## src/rtl/boot_loader.sv

```systemverilog
// Boot loader: receives a framed byte stream and writes it into instruction memory.
//   Frame: SYNC_BYTE, count_lo, count_hi, count x (word_lo, word_hi), checksum.
//   The checksum is the modulo-256 sum of every byte after SYNC_BYTE except itself.
// Ports:
//   clk, reset          - clock, asynchronous active-high reset
//   in_data/in_valid    - byte stream input; in_ready accepts (low only once loaded)
//   prog_addr/data/we   - instruction memory write port, one-cycle strobe per word
//   cpu_reset           - holds the downstream CPU in reset until the image is loaded
//   done / error        - image loaded and verified / last frame rejected
module boot_loader #(
  parameter int unsigned I_ADDR_WIDTH = 10,
  parameter int unsigned INSTR_WIDTH  = 16,
  parameter logic [7:0]  SYNC_BYTE    = 8'hA5
) (
  input  logic                    clk,
  input  logic                    reset,
  input  logic [7:0]              in_data,
  input  logic                    in_valid,
  output logic                    in_ready,
  output logic [I_ADDR_WIDTH-1:0] prog_addr,
  output logic [INSTR_WIDTH-1:0]  prog_data,
  output logic                    prog_we,
  output logic                    cpu_reset,
  output logic                    done,
  output logic                    error
);

  // Word counts go up to 2**I_ADDR_WIDTH inclusive, so compare in 17 bits.
  localparam logic [16:0] MaxWords = 17'(2 ** I_ADDR_WIDTH);

  typedef enum logic [2:0] {
    StIdle, StCntLo, StCntHi, StDataLo, StDataHi, StCheck, StDone, StErr
  } state_e;

  state_e                  state_q, state_d;
  logic [15:0]             count_q, count_d;
  logic [7:0]              lo_q, lo_d;
  logic [7:0]              csum_q, csum_d;
  logic [16:0]             idx_q, idx_d;
  logic [I_ADDR_WIDTH-1:0] prog_addr_q, prog_addr_d;
  logic [INSTR_WIDTH-1:0]  prog_data_q, prog_data_d;
  logic                    prog_we_q, prog_we_d;
  logic                    in_ready_q, in_ready_d;
  logic                    cpu_reset_q, cpu_reset_d;
  logic                    done_q, done_d;
  logic                    error_q, error_d;
  logic                    accept;
  logic [16:0]             cnt_full;

  assign accept = in_valid & in_ready_q;

  always_comb begin
    state_d     = state_q;
    count_d     = count_q;
    lo_d        = lo_q;
    csum_d      = csum_q;
    idx_d       = idx_q;
    prog_addr_d = prog_addr_q;
    prog_data_d = prog_data_q;
    prog_we_d   = 1'b0;
    cnt_full    = {1'b0, in_data, count_q[7:0]};

    if (accept) begin
      unique case (state_q)
        StIdle, StErr: begin
          if (in_data == SYNC_BYTE) begin
            state_d = StCntLo;
            csum_d  = 8'd0;
            idx_d   = 17'd0;
          end
        end
        StCntLo: begin
          count_d[7:0] = in_data;
          csum_d       = csum_q + in_data;
          state_d      = StCntHi;
        end
        StCntHi: begin
          count_d[15:8] = in_data;
          csum_d        = csum_q + in_data;
          if (cnt_full > MaxWords)    state_d = StErr;
          else if (cnt_full == 17'd0) state_d = StCheck;
          else                        state_d = StDataLo;
        end
        StDataLo: begin
          lo_d    = in_data;
          csum_d  = csum_q + in_data;
          state_d = StDataHi;
        end
        StDataHi: begin
          csum_d      = csum_q + in_data;
          prog_we_d   = 1'b1;
          prog_addr_d = idx_q[I_ADDR_WIDTH-1:0];
          prog_data_d = INSTR_WIDTH'({in_data, lo_q});
          idx_d       = idx_q + 17'd1;
          state_d     = (idx_q + 17'd1 == {1'b0, count_q}) ? StCheck : StDataLo;
        end
        StCheck: begin
          state_d = (in_data == csum_q) ? StDone : StErr;
        end
        default: ; // StDone is left only by reset
      endcase
    end

    // Status outputs are registered copies of the next state's decode.
    in_ready_d  = (state_d != StDone);
    cpu_reset_d = (state_d != StDone);
    done_d      = (state_d == StDone);
    error_d     = (state_d == StErr);
  end

  always_ff @(posedge clk or posedge reset) begin
    if (reset) begin
      state_q     <= StIdle;
      count_q     <= 16'd0;
      lo_q        <= 8'd0;
      csum_q      <= 8'd0;
      idx_q       <= 17'd0;
      prog_addr_q <= '0;
      prog_data_q <= '0;
      prog_we_q   <= 1'b0;
      in_ready_q  <= 1'b1;
      cpu_reset_q <= 1'b1;
      done_q      <= 1'b0;
      error_q     <= 1'b0;
    end else begin
      state_q     <= state_d;
      count_q     <= count_d;
      lo_q        <= lo_d;
      csum_q      <= csum_d;
      idx_q       <= idx_d;
      prog_addr_q <= prog_addr_d;
      prog_data_q <= prog_data_d;
      prog_we_q   <= prog_we_d;
      in_ready_q  <= in_ready_d;
      cpu_reset_q <= cpu_reset_d;
      done_q      <= done_d;
      error_q     <= error_d;
    end
  end

  assign in_ready  = in_ready_q;
  assign prog_addr = prog_addr_q;
  assign prog_data = prog_data_q;
  assign prog_we   = prog_we_q;
  assign cpu_reset = cpu_reset_q;
  assign done      = done_q;
  assign error     = error_q;

endmodule

```

## config.mk

```make
export PLATFORM = sky130hd
export DESIGN_NAME = boot_loader
export DESIGN_NICKNAME = d
export VERILOG_FILES = /design/src/rtl/boot_loader.sv
export SDC_FILE = /design/constraint.sdc
export NUM_CORES = 1
export LEC_CHECK = 0
export CORE_MARGIN = 4
export CORE_UTILIZATION = 50
export CTS_CLUSTER_DIAMETER = 80
export DETAILED_ROUTE_END_ITERATION = 10
export GPL_TIMING_DRIVEN = 0
export PLACE_DENSITY = 0.73
export SYNTH_ARGS = -nofsm -noshare
export SYNTH_HDL_FRONTEND = slang
export SYNTH_SLANG_ARGS = --single-unit
```

## constraint.sdc

```tcl
create_clock -name clk -period 5 [get_ports clk]
set_clock_uncertainty 0.15 [all_clocks]
set_input_delay 0.75 -clock clk [delete_from_list [all_inputs] [get_ports clk]]
set_output_delay 0.75 -clock clk [all_outputs]
set_load 0.05 [all_outputs]
```

== Word-level counts from Yosys, hierarchy flattened ==
Cells that the tools add are included.
Cells by class
  add/subtract/negate cells: 2
  $lt $le $gt $ge: 1
  equal/unequal tests: 13
  muxes and demuxes: 13
  bitwise logic cells: 1
  reductions and logical operators: 12
Operators with widths (number)
  17-bit one-hot mux with 2 select lines: 1
  3-bit one-hot mux with 6 select lines: 1
  17-bit by 1-bit adder with 17-bit output, second input constant: 1
  17-bit by 16-bit == test with 1-bit output: 1
  17-bit two-way mux: 1
  16-bit by 11-bit > comparator with 1-bit output, second input constant: 1
  16-bit zero test: 1
  8-bit one-hot mux with 2 select lines: 1
  3-bit == test, second input constant: 5
  3-bit two-way mux: 5
  8-bit adder: 1
  8-bit == test: 1
  8-bit == test, second input constant: 1
  8-bit two-way mux: 1
  2-bit AND reduction: 4
  3-bit by 2-bit == test with 1-bit output, second input constant: 2
  3-bit AND reduction: 2
  2-bit nonzero test: 2
  4-bit OR reduction: 1
  3-bit by 1-bit == test with 1-bit output, second input constant: 1
  3-bit zero test: 1
  1-bit two-way mux: 3
  3-bit != test, second input constant: 1
  2-bit != test, second input constant: 1
  other kinds (2): 2
Word-level totals
  register bits after elaboration: 82
  bits of input ports: 11
  output and inout port bits: 31
  word-level logic and storage cells: 54

== Longest topological paths before layout ==
  word-level depth: 6
  depth in mapped cells: 10

== Least setup slack after synthesis ==
No wires, ideal clock.
  path type: input port to flip-flop
  from: input in_data[6]
  to: register idx_q[10]
  arrival time: 2154 ps
  setup slack: 2563 ps
  stages: 8
  cell sequence: or2_0 > nor4_2 > nand4_1 > nand2_1 > nand2_1 > buf_2 > o21ai_0 > o31ai_1
On the way
  word-level cells in the longest chain between the ends: 3
Ends and longest elaborated chain
  from (decl): line 17  | input logic [7:0] in_data,
  8-bit == test: line 66  | if (in_data == SYNC_BYTE) begin
  2-bit != test (no source line)
  3-bit AND reduction (no source line)
  to (signal assigned): line 130  | idx_q <= idx_d;
  to (decl): line 39  | logic [16:0] idx_q, idx_d;
No other way between the ends.
A chain may end at the register's enable or synchronous reset.

== Final worst setup path ==
  from: input in_data[4]
  to: register idx_q[9]
Same word-level chain as after synthesis.

==> key figures <==
Die
  • Core area: 8340 um^2
  • Site row count: 33
  • Die ar.: roughly 10,000 um^2
  • Height of the die: between 100 and 150 um
  • DIE WIDTH: between 100 and 150 um
  • Initial core utilization: 0.523
  • I/O pin count: 42

Clock network
  • Clk sinks: just over 80
  • # resized after CTS: 0
  • Clk_lat worst skew: 350 ps
  • Cts hold-fix bufs: 0
  • Root Buffer: clkbuf_8
  • Max Buffers Root-to-Sink: 2
  • CTS tree: done
  • H-tree depth: 3
  • TritonCTS Buffers: 9
  • Reg clk slew, reported paths: roughly 90 ps
  • Post-CTS setup buffers: 0

Pwr
  • Tot Pwr: approximately 2.2 mW
  • Sw Share: 0.389
  • Maximum VDD drop: around 0.41 mV
  • Net Sw Power: between 800 and 900 uW
  • Power share of the combinational group: 0.373
  • Leak: between 2 and 2.5 nW
  • PwrDens: 437 nW/um^2
  • Internal power: between 1 and 1.5 mW
  • Seq pwr share: 0.405
  • Clock share of power: 0.222

STA
  • Final hold vios: 0
  • Final count of pins violating max slew: 0
  • Fin crit period: 3350 ps
  • Final setup fails: 0
  • Slew @ Worst Pin: a little under 700 ps
  • Setup ws final: roughly 1700 ps
  • Max_slew headroom: 0.536
  • F_max: approximately 300 MHz
  • RSZ-0062 raised after global routing: no
  • Period utilization: 0.670
  • Hold Slack: 320 ps
  • Fin Setup TNS: 0 ps

Worst hold path
  • Hold Crit Start: lo_q[1]
  • Worst Hold Depth: 2
  • WHS Endpoint: prog_data[1]
  • Worst Hold Class: reg2reg

Cells and area
  • Antenna diodes: 0
  • Final nets: roughly 530
  • Layout cells sized above 1: 0.133
  • P&R area growth vs syn: 17.5%

Worst setup path
  • R2r startpoint: idx_q[0]
  • Critical path data arrival time: 3410 ps
  • Setup CP Type: in2reg
  • Crit path cell chain: clkdlybuf4s50_1 > or2_0 > nor4_2 > nand4_1 > nand2_1 > nand2_1 > buf_2 > o21ai_0 > o31ai_1
  • Startpoint types: primary input
  • Reg2reg path depth: 9
  • Slowest stage delay, CP: 590 ps
  • Reg2Reg Capture Point: state_q[1]
  • CP max FO: 10
  • Cell family with most CP delay: simple AND/OR/NAND/NOR gates
  • Worst path most repeated cell: nand2_1
  • Worst path slowest cell: clkdlybuf4s50_1
  • WP data required: between 5000 and 6000 ps
  • Critical Path Sink Type: register
  • CP Buf/Inv Count: 2
  • Critical path launch point: in_data[4]
  • R2R Setup Slk: ~2300 ps

Detailed routing
  • WL/cell: around 17 um
  • First-pass DRT Iterations: 4
  • Vias/cell: around 5.7
  • Routed WL: slightly above 10 mm
  • DR iter-0 viols: between 150 and 200
  • Detail Route Antenna Nets: 0
  • Via count: between 3,000 and 4,000
  • Remaining routing DRC violations: 0

GRT
  • Initial antenna violation count: 0
  • Largest net degree at the start of global routing: 58
  • Number of global-route vias before repair: 3,457
  • Overflow after GRT: 0
  • Gr busiest metal: met2
  • Global-route wire length before repair: 17.2 mm
  • Grt met3 use: 0.0441
  • Global Route Usage Sum: 0.212
  • Met1 usage: 0.292
  • M2 GR Usage: 0.343

Placed design
  • Placed wire-length estimate: a little over 7 mm
  • I/O Buffers: 40
  • GP Congestion: slightly below 0.9
  • Pre-CTS WS: 1390 ps

Synth
  • Post-Synthesis Cells: 453
  • Main synth FF type: dfrtp_1
  • Register area share after synthesis: 0.471
  • Number of register bits inferred by synthesis: between 80 and 90
  • Async set-reset flop share out of synthesis: 1.00
  • Synthesized cell area: 4360 um^2
  • Post-synthesis net count: about 470
  • Syn_area_per_cell: just under 10 um^2
  • Number of synthesized flops with an enable pin: 0
  • Synth unique cells: 60
  • Yosys warns: 0

Outcome
  • Outcome: finished clean

Run
  • Number of max-cap violations: 0
## Yosys cell counts, types with 3 or more instances
cell type	instances	area, um^2
nand3_1	13	65.1
o221ai_1	3	26.3
a21o_1	3	22.5
mux2_2	23	259
ha_1	8	100
xnor2_1	19	166
nand2_1	104	390
xor2_1	10	87.6
and2_1	3	18.8
o211ai_1	4	30.0
a22o_1	3	26.3
dfrtp_1	81	2030
nor3_1	5	25.0
a21oi_1	13	65.1
a31oi_1	4	25.0
clkbuf_1	13	48.8
nand4_1	4	25.0
buf_2	5	25.0
nor2_1	19	71.3
o21ai_0	40	200
mux2i_1	3	30.0
nor4_1	4	25.0
inv_1	10	37.5
buf_4	3	22.5
o31ai_1	9	67.6
## cell usage in the layout (no fill, tap or decap), types with 11 or more instances in the layout
cell	count
clkdlybuf4s50_1	40
nor2_1	19
dfrtp_1	81
clkbuf_8	11
clkbuf_1	13
o21ai_0	40
mux2_2	23
a21oi_1	13
xnor2_1	19
nand3_1	13
nand2_1	104
## power groups by stage
stage / clock network [mW] / logic (mW) / registers, mW
after floorplan: 0 / 0.395 / 1.11
after global placement: 0 / 0.812 / 0.915
after detailed placement: 0 / 0.837 / 0.918
after CTS: 0.508 / 0.839 / 0.906
after global routing: 0.540 / 0.909 / 0.928
final: 0.498 / 0.836 / 0.906
## tightest hold or removal path: stages (launching register included)
cell	delay, ps
dfrtp_1	350
nand2_1	50
nand2_1	50
## area by class of cell
cell class,count,area [um^2]
plain buffers,24,129
clock buffers,9,124
clock inverters,7,77.6
fillers,715,3220
inverters,11,43.8
multi-input cells,336,2140
flip-flops and latches,82,2050
well taps,105,131
repair buffers,41,428
## per-stage QoR
| stage | instances | instance area (um^2) | util |
|---|---|---|---|
| floorplan | 453 | 4360 | - |
| global placement | 598 | 4890 | 0.586 |
| detailed placement | 599 | 4920 | 0.590 |
| CTS | 615 | 5120 | 0.614 |
| global route | 615 | 5120 | 0.614 |
| finish | 615 | 5120 | 0.614 |
## routing by layer
| metal | part of all wire | up-vias | routed length [um] |
|---|---|---|---|
| met1 | 0.46 | 1670 | 4740 |
| met2 | 0.47 | 102 | 4910 |
| met5 | 0 | - | 0 |
| met3 | 0.057 | 11 | 589 |
| met4 | 0.010 | 0 | 105 |
| li1 | - | 1692 | - |
## state kept, by name (all words and copies together) (netlist names)
name / cells
csum_q: 8
lo_q: 8
prog_data: 16
done: 1
cpu_reset: 1
prog_addr: 10
error: 1
prog_we: 1
state_q: 3
count_q: 16
idx_q: 17
## worst max-delay path by stage
stage,end,cells after the start
after floorplan,count_q[0],1
after global placement,prog_addr[1],2
after detailed placement,idx_q[9],9
after CTS,idx_q[9],9
after global routing,idx_q[10],9
final,idx_q[9],9
## kinds of logic (layout without fill, tap and decap cells)
family | after synthesis | after routing | synth area share
and+or+nand+nor | 180 | 180 | 0.208
adders and majority gates | 9 | 9 | 0.0276
xor gates and xnor gates | 29 | 29 | 0.0583
muxes | 26 | 26 | 0.0663
buffers and inverters | 35 | 92 | 0.0390
DFF | 82 | 82 | 0.471
AOI/OAI and AO/OA | 92 | 92 | 0.130
No activity file was read; power rests on OpenSTA's default activity.
